`config.mk`:
```
export PLATFORM = sky130hd
export DESIGN_NAME = axis_switch_nxm
export DESIGN_NICKNAME = d
export VERILOG_FILES = /design/src/rtl/axis_switch_nxm.sv
export SDC_FILE = /design/constraint.sdc
export NUM_CORES = 1
export LEC_CHECK = 0
export CAP_MARGIN = 20
export CORE_AREA = 5 5 420 422
export DETAILED_ROUTE_END_ITERATION = 10
export DIE_AREA = 0 0 425 427
export PLACE_DENSITY = 0.48
export SYNTH_ARGS = -nofsm -noshare
export SYNTH_HDL_FRONTEND = slang
export SYNTH_SLANG_ARGS = --single-unit
```
`constraint.sdc`:
```
create_clock -name clk -period 12.5 [get_ports clk]
set_clock_uncertainty 0.1 [all_clocks]
set_input_delay 2.5 -clock clk [delete_from_list [all_inputs] [get_ports clk]]
set_output_delay 2.5 -clock clk [all_outputs]
set_load 0.1 [all_outputs]
```
`src/rtl/axis_switch_nxm.sv`:
```
// rtl/axis_switch_nxm.sv - registered NxM AXI-Stream crossbar, tdest routing, per-output round-robin, packet lock
// Optional AXIS_SWITCH_DROP_EN: discard packets whose tdest >= M_COUNT and count them on drop_count.
module axis_switch_nxm #(
  parameter int S_COUNT    = 4,
  parameter int M_COUNT    = 4,
  parameter int DATA_WIDTH = 128,
  parameter int DEST_WIDTH = 4,
  parameter int ID_WIDTH   = 2
) (
  input  logic                             clk,
  input  logic                             rst_n,
  input  logic [S_COUNT*DATA_WIDTH-1:0]    s_axis_tdata,
  input  logic [S_COUNT-1:0]               s_axis_tvalid,
  input  logic [S_COUNT-1:0]               s_axis_tlast,
  input  logic [S_COUNT*DEST_WIDTH-1:0]    s_axis_tdest,
  input  logic [S_COUNT*ID_WIDTH-1:0]      s_axis_tid,
  output logic [S_COUNT-1:0]               s_axis_tready,
  output logic [M_COUNT*DATA_WIDTH-1:0]    m_axis_tdata,
  output logic [M_COUNT-1:0]               m_axis_tvalid,
  output logic [M_COUNT-1:0]               m_axis_tlast,
  output logic [M_COUNT*DEST_WIDTH-1:0]    m_axis_tdest,
  output logic [M_COUNT*ID_WIDTH-1:0]      m_axis_tid,
  input  logic [M_COUNT-1:0]               m_axis_tready
`ifdef AXIS_SWITCH_DROP_EN
  ,
  output logic [15:0]                      drop_count
`endif
);

  localparam int SEL_W = (S_COUNT > 1) ? $clog2(S_COUNT) : 1;

  typedef enum logic {ST_IDLE, ST_LOCKED} state_t;

  state_t               state_q [M_COUNT];
  state_t               state_d [M_COUNT];
  logic [SEL_W-1:0]     owner_q [M_COUNT];
  logic [SEL_W-1:0]     owner_d [M_COUNT];
  logic [SEL_W-1:0]     rr_q    [M_COUNT];
  logic [SEL_W-1:0]     rr_d    [M_COUNT];
  logic [SEL_W-1:0]     gnt_idx [M_COUNT];
  logic [S_COUNT-1:0]   req     [M_COUNT];
  logic [M_COUNT-1:0]   gnt_vld;
  logic [M_COUNT-1:0]   slot_free;
  logic [M_COUNT-1:0]   acc;
  logic [S_COUNT-1:0]   drop_beat;
  logic [S_COUNT-1:0]   rdy;
  logic [DEST_WIDTH-1:0] dest_raw [S_COUNT];
  logic [DEST_WIDTH-1:0] dest_eff [S_COUNT];
  logic [S_COUNT-1:0]   oob;

`ifdef AXIS_SWITCH_DROP_EN
  logic [S_COUNT-1:0]   dropping_q;
  logic [16:0]          drop_sum;
`endif

  always_comb begin : route
    for (int i = 0; i < S_COUNT; i++) begin
      dest_raw[i] = s_axis_tdest[i*DEST_WIDTH +: DEST_WIDTH];
      oob[i]      = (32'(dest_raw[i]) >= M_COUNT);
      dest_eff[i] = oob[i] ? DEST_WIDTH'(M_COUNT-1) : dest_raw[i];
`ifdef AXIS_SWITCH_DROP_EN
      // once a packet starts dropping, its remaining beats are swallowed whatever their tdest
      drop_beat[i] = s_axis_tvalid[i] && (dropping_q[i] || oob[i]);
`else
      drop_beat[i] = 1'b0;
`endif
    end
    for (int j = 0; j < M_COUNT; j++) begin
      for (int i = 0; i < S_COUNT; i++) begin
        req[j][i] = s_axis_tvalid[i] && !drop_beat[i] && (32'(dest_eff[i]) == j);
      end
    end
  end

  always_comb begin : arbitrate
    int idx;
    idx = 0;
    for (int j = 0; j < M_COUNT; j++) begin
      state_d[j]   = state_q[j];
      owner_d[j]   = owner_q[j];
      rr_d[j]      = rr_q[j];
      gnt_vld[j]   = 1'b0;
      gnt_idx[j]   = '0;
      slot_free[j] = !m_axis_tvalid[j] || m_axis_tready[j];
      if (state_q[j] == ST_LOCKED) begin
        if (req[j][owner_q[j]]) begin
          gnt_vld[j] = 1'b1;
          gnt_idx[j] = owner_q[j];
        end
      end else begin
        for (int k = 0; k < S_COUNT; k++) begin
          idx = int'(rr_q[j]) + k;
          if (idx >= S_COUNT) idx = idx - S_COUNT;
          if (!gnt_vld[j] && req[j][idx]) begin
            gnt_vld[j] = 1'b1;
            gnt_idx[j] = SEL_W'(idx);
          end
        end
      end
      acc[j] = gnt_vld[j] && slot_free[j];
      if (acc[j]) begin
        if (s_axis_tlast[gnt_idx[j]]) begin
          state_d[j] = ST_IDLE;
          rr_d[j]    = SEL_W'((int'(gnt_idx[j]) + 1) % S_COUNT);
        end else begin
          state_d[j] = ST_LOCKED;
          owner_d[j] = gnt_idx[j];
        end
      end
    end
  end

  always_comb begin : ready
    rdy = drop_beat;
    for (int i = 0; i < S_COUNT; i++) begin
      for (int j = 0; j < M_COUNT; j++) begin
        if (gnt_vld[j] && slot_free[j] && (32'(gnt_idx[j]) == i)) rdy[i] = 1'b1;
      end
    end
    s_axis_tready = rst_n ? rdy : '0;
  end

  always_ff @(posedge clk or negedge rst_n) begin
    if (!rst_n) begin
      m_axis_tvalid <= '0;
      m_axis_tdata  <= '0;
      m_axis_tlast  <= '0;
      m_axis_tdest  <= '0;
      m_axis_tid    <= '0;
      for (int j = 0; j < M_COUNT; j++) begin
        state_q[j] <= ST_IDLE;
        owner_q[j] <= '0;
        rr_q[j]    <= '0;
      end
    end else begin
      for (int j = 0; j < M_COUNT; j++) begin
        state_q[j] <= state_d[j];
        owner_q[j] <= owner_d[j];
        rr_q[j]    <= rr_d[j];
        if (acc[j]) begin
          m_axis_tvalid[j] <= 1'b1;
          m_axis_tdata[j*DATA_WIDTH +: DATA_WIDTH] <= s_axis_tdata[gnt_idx[j]*DATA_WIDTH +: DATA_WIDTH];
          m_axis_tdest[j*DEST_WIDTH +: DEST_WIDTH] <= s_axis_tdest[gnt_idx[j]*DEST_WIDTH +: DEST_WIDTH];
          m_axis_tid[j*ID_WIDTH +: ID_WIDTH]       <= s_axis_tid[gnt_idx[j]*ID_WIDTH +: ID_WIDTH];
          m_axis_tlast[j] <= s_axis_tlast[gnt_idx[j]];
        end else if (m_axis_tready[j]) begin
          m_axis_tvalid[j] <= 1'b0;
        end
      end
    end
  end

`ifdef AXIS_SWITCH_DROP_EN
  always_comb begin
    drop_sum = {1'b0, drop_count};
    for (int i = 0; i < S_COUNT; i++) begin
      if (drop_beat[i] && s_axis_tlast[i]) drop_sum = drop_sum + 17'd1;
    end
  end

  always_ff @(posedge clk or negedge rst_n) begin
    if (!rst_n) begin
      dropping_q <= '0;
      drop_count <= '0;
    end else begin
      for (int i = 0; i < S_COUNT; i++) begin
        if (drop_beat[i]) dropping_q[i] <= !s_axis_tlast[i];
      end
      drop_count <= drop_sum[16] ? 16'hFFFF : drop_sum[15:0];
    end
  end
`endif

endmodule
```
==> impl_metrics.yaml <==
sta:
  relSlewSlack: 0.1977
  max_freq_ghz: 0.09713
  finalMaxSlewViolations: 0
  setup_viol: 0
  fin_crit_sh: 0.8236
  rsz0062_at_grt: "false"
  setup_ws_ns: 2.205
  setup_tns_ns: 0
  hold_viol: 0
  period_minus_slack_ns: 10.30
  worst_pin_slew_ns: 1.200
synthesis:
  yosysSeqAreaShare: 0.3853
  ys_ff_latch: 564
  ys_warn_count: 0
  synth-main-ff-cell: "dfrtp_1"
  ys_types: 76
  synth_edf_count: 0
  syn-cell-area_um2: 36630
  syn_inst: 4147
  syn_area_per_cell_um2: 8.834
  synth_nets: 4705
  synthArstFlopShare: 1.000
routing:
  first_iter_violations: 3816
  drc: 0
  drtAntennaViolNets: 0
  drt-total-wl_um: 233600
  dr.pass1.iters: 7
  viasPerCell: 5.323
  vias: 39638
  wl_per_cell_um: 31.37
setup_path:
  rr_endpoint: "m_axis_tdata[189]$_DFFE_PN0P_"
  rr_worst_depth: 8
  worstPathMaxFanout: 41
  max_stage_delay_ns: 1.19
  critPathCaptureType: "output pin"
  slowest_stage: "clkdlybuf4s50_1"
  startpoint_type: "input port"
  worstSetupPathType: "input port to output pin"
  cp.required_ns: 9.90
  r2r-start: "rr_q[4]$_DFFE_PN0P_"
  cp.arrival_ns: 7.70
  cp_cell_sequence: "clkdlybuf4s50_1 -> nor4b_1 -> nand2_1 -> o21ai_0 -> o221ai_1 -> nor2b_1 -> nand2b_4 -> nand2b_1 -> a21boi_1 -> clkdlybuf4s50_1"
  reg2reg_setup_slack_ns: 7.82
  timing.critical_path.mode_cell: "clkdlybuf4s50_1"
layout:
  nets: 5549
  layout_common_cells: "nand2_1 (1090), clkdlybuf4s50_1 (1044), dfrtp_1 (564)"
  instances_no_fill: 7446
  layout-drive-gt1-share: 0.08469
  final_common_cell: "nand2_1"
  area_growth_pct: 43.24
power_and_ir_drop:
  p_int_mw: 7.013
  p_switching_mw: 11.12
  total_power_mw: 18.13
  clock_power_share: 0.139
  p_comb_frac: 0.676
  vdd_ir_drop_max_v: 0.0002363
  p_leak_nw: 22.85
  p_sw_frac: 0.6133
  powerDensity_nw_per_um2: 345.6
  seqPwrFrac: 0.185
worst_hold_path:
  hold_start: "m_axis_tdata[485]$_DFFE_PN0P_"
  holdPathEnd: "m_axis_tdata[485]$_DFFE_PN0P_"
  hp-class: "register to register"
  hold_path_depth: 2
global_routing:
  grt_first_pass_wirelength_um: 318900
  grt_max_degree: 144
  grt_pass1_vias: 37557
  globalRouteOverflowTotal: 0
  grt_use_total: 0.2445
  antenna_found_initial: 97
floorplanning:
  rows: 153
  io_pins: 1098
  dieArea_um2: 181500
  start_util: 0.2122
  core_um2: 172700
  die_h_um: 427
  die_w_um: 425
cts:
  h-tree-depth: 3
  hold_buffers: 0
  root_buffer: "clkbuf_16"
  numCtsBuffers: 82
  cts_resized: 0
  clk_pin_slew_ns: 0.05
  clockBufferDepth: 3
  cts_tree: "yes"
  clock_latency_ns: 0.71
  clock-sinks: 564
  post-cts-setup-buffers: 0
placement:
  io_buffers: 1097
  dp_cells: 7232
  place_ws_ns: 2.244
  gp_congestion: 0.9358
  dpl.hpwl_um: 163200
outcome:
  status: "finished clean"
job:
  drv_cap: 0
-- synthesized netlist by cell type (3+ instances only) --
library cell / number / area (µm²)
a222oi_1: 4 / 40.04
and3_1: 403 / 2521
a21oi_1: 21 / 105.1
nor4b_1: 3 / 26.28
a21o_1: 134 / 1006
o221ai_1: 133 / 1165
a221o_1: 130 / 1301
nor3_1: 3 / 15.01
a32oi_1: 3 / 26.28
nor2_1: 148 / 555.5
a21boi_0: 4 / 30.03
and2_1: 15 / 93.84
buf_2: 66 / 330.3
a221oi_1: 3 / 26.28
nand2_1: 1093 / 4103
a211o_1: 4 / 35.03
buf_1: 8 / 30.03
mux2_2: 142 / 1599
nand3_1: 17 / 85.08
o21a_1: 4 / 30.03
clkbuf_1: 316 / 1186
inv_1: 14 / 52.55
nand2b_1: 12 / 75.07
nor2b_1: 4 / 25.02
a211oi_1: 132 / 991.0
dfrtp_1: 564 / 14110
o31ai_1: 136 / 1021
nor3b_1: 5 / 37.54
mux2i_1: 401 / 4014
a311oi_1: 130 / 1139
nand4_1: 3 / 18.77
ha_1: 8 / 100.1
o21ai_0: 13 / 65.06
buf_6: 14 / 157.7
-- worst max path at each step --
stage                     startpoint          endpoint  cells after the start
floorplan            s_axis_tdest[0]  s_axis_tready[2]                     10
global placement    s_axis_tvalid[1]  s_axis_tready[3]                     10
global route        s_axis_tvalid[1]  s_axis_tready[3]                     10
CTS                 s_axis_tvalid[1]  s_axis_tready[3]                     10
detailed placement  s_axis_tvalid[1]  s_axis_tready[3]                     10
finish              s_axis_tvalid[1]  s_axis_tready[3]                     10
-- cell families after synthesis --
logic type / synth area share
muxes: 0.1545
and+or+nand+nor: 0.2102
xor gates and xnor gates: 0.0002391
AOI/OAI and AO/OA: 0.1986
DFF: 0.3853
buffers and inverters: 0.04850
adders and majority gates: 0.002733
-- worst max-delay path, delay by kind of cell --
family	cells	cell delay, ns
AO/OA/AOI/OAI	3	0.82
buffers and inverters	2	1.78
AND/OR/NAND/NOR	5	2.57
-- stage by stage --
step,instance area (µm²),util,hold WS [ns]
detailed placement,49500,0.2866,0.3591
global placement,49370,0.2859,0.3604
global route,52410,0.3035,0.3849
CTS,52310,0.3029,0.3766
floorplan,36630,-,0.4122
finish,52470,0.3039,0.3748
-- routing by layer --
metal	track usage	routed length [µm]
met2	0.3657	102600
met5	0.002419	283
met4	0.1330	14050
met1	0.3153	96660
met3	0.07295	19970
-- registers in the layout, summed over array words and instances, names as in the netlist --
register / flops
m_axis_tdata: 512
state_q: 4
m_axis_tvalid: 4
rr_q: 8
m_axis_tid: 8
owner_q: 8
m_axis_tlast: 4
m_axis_tdest: 16
-- cell type report --
class | instances | area, µm²
clock buffers | 116 | 2421
clock inverters | 31 | 389.1
diodes | 67 | 167.7
well taps | 2325 | 2909
repair buffers | 1165 | 11510
fillers | 18163 | 120200
flip-flops and latches | 564 | 14110
multi-input cells | 3160 | 20870
inverters | 18 | 90.09
-- power groups by stage --
stage	Sequential [mW]	Clock, mW	Combinational [mW]
finish	3.35	2.52	12.3
global route	3.43	2.64	12.6
CTS	3.33	2.58	12.3
detailed placement	3.34	0	12.3
global placement	3.34	0	12.2
floorplan	9.14	0	2.59
No activity file was read; power rests on OpenSTA's default activity.
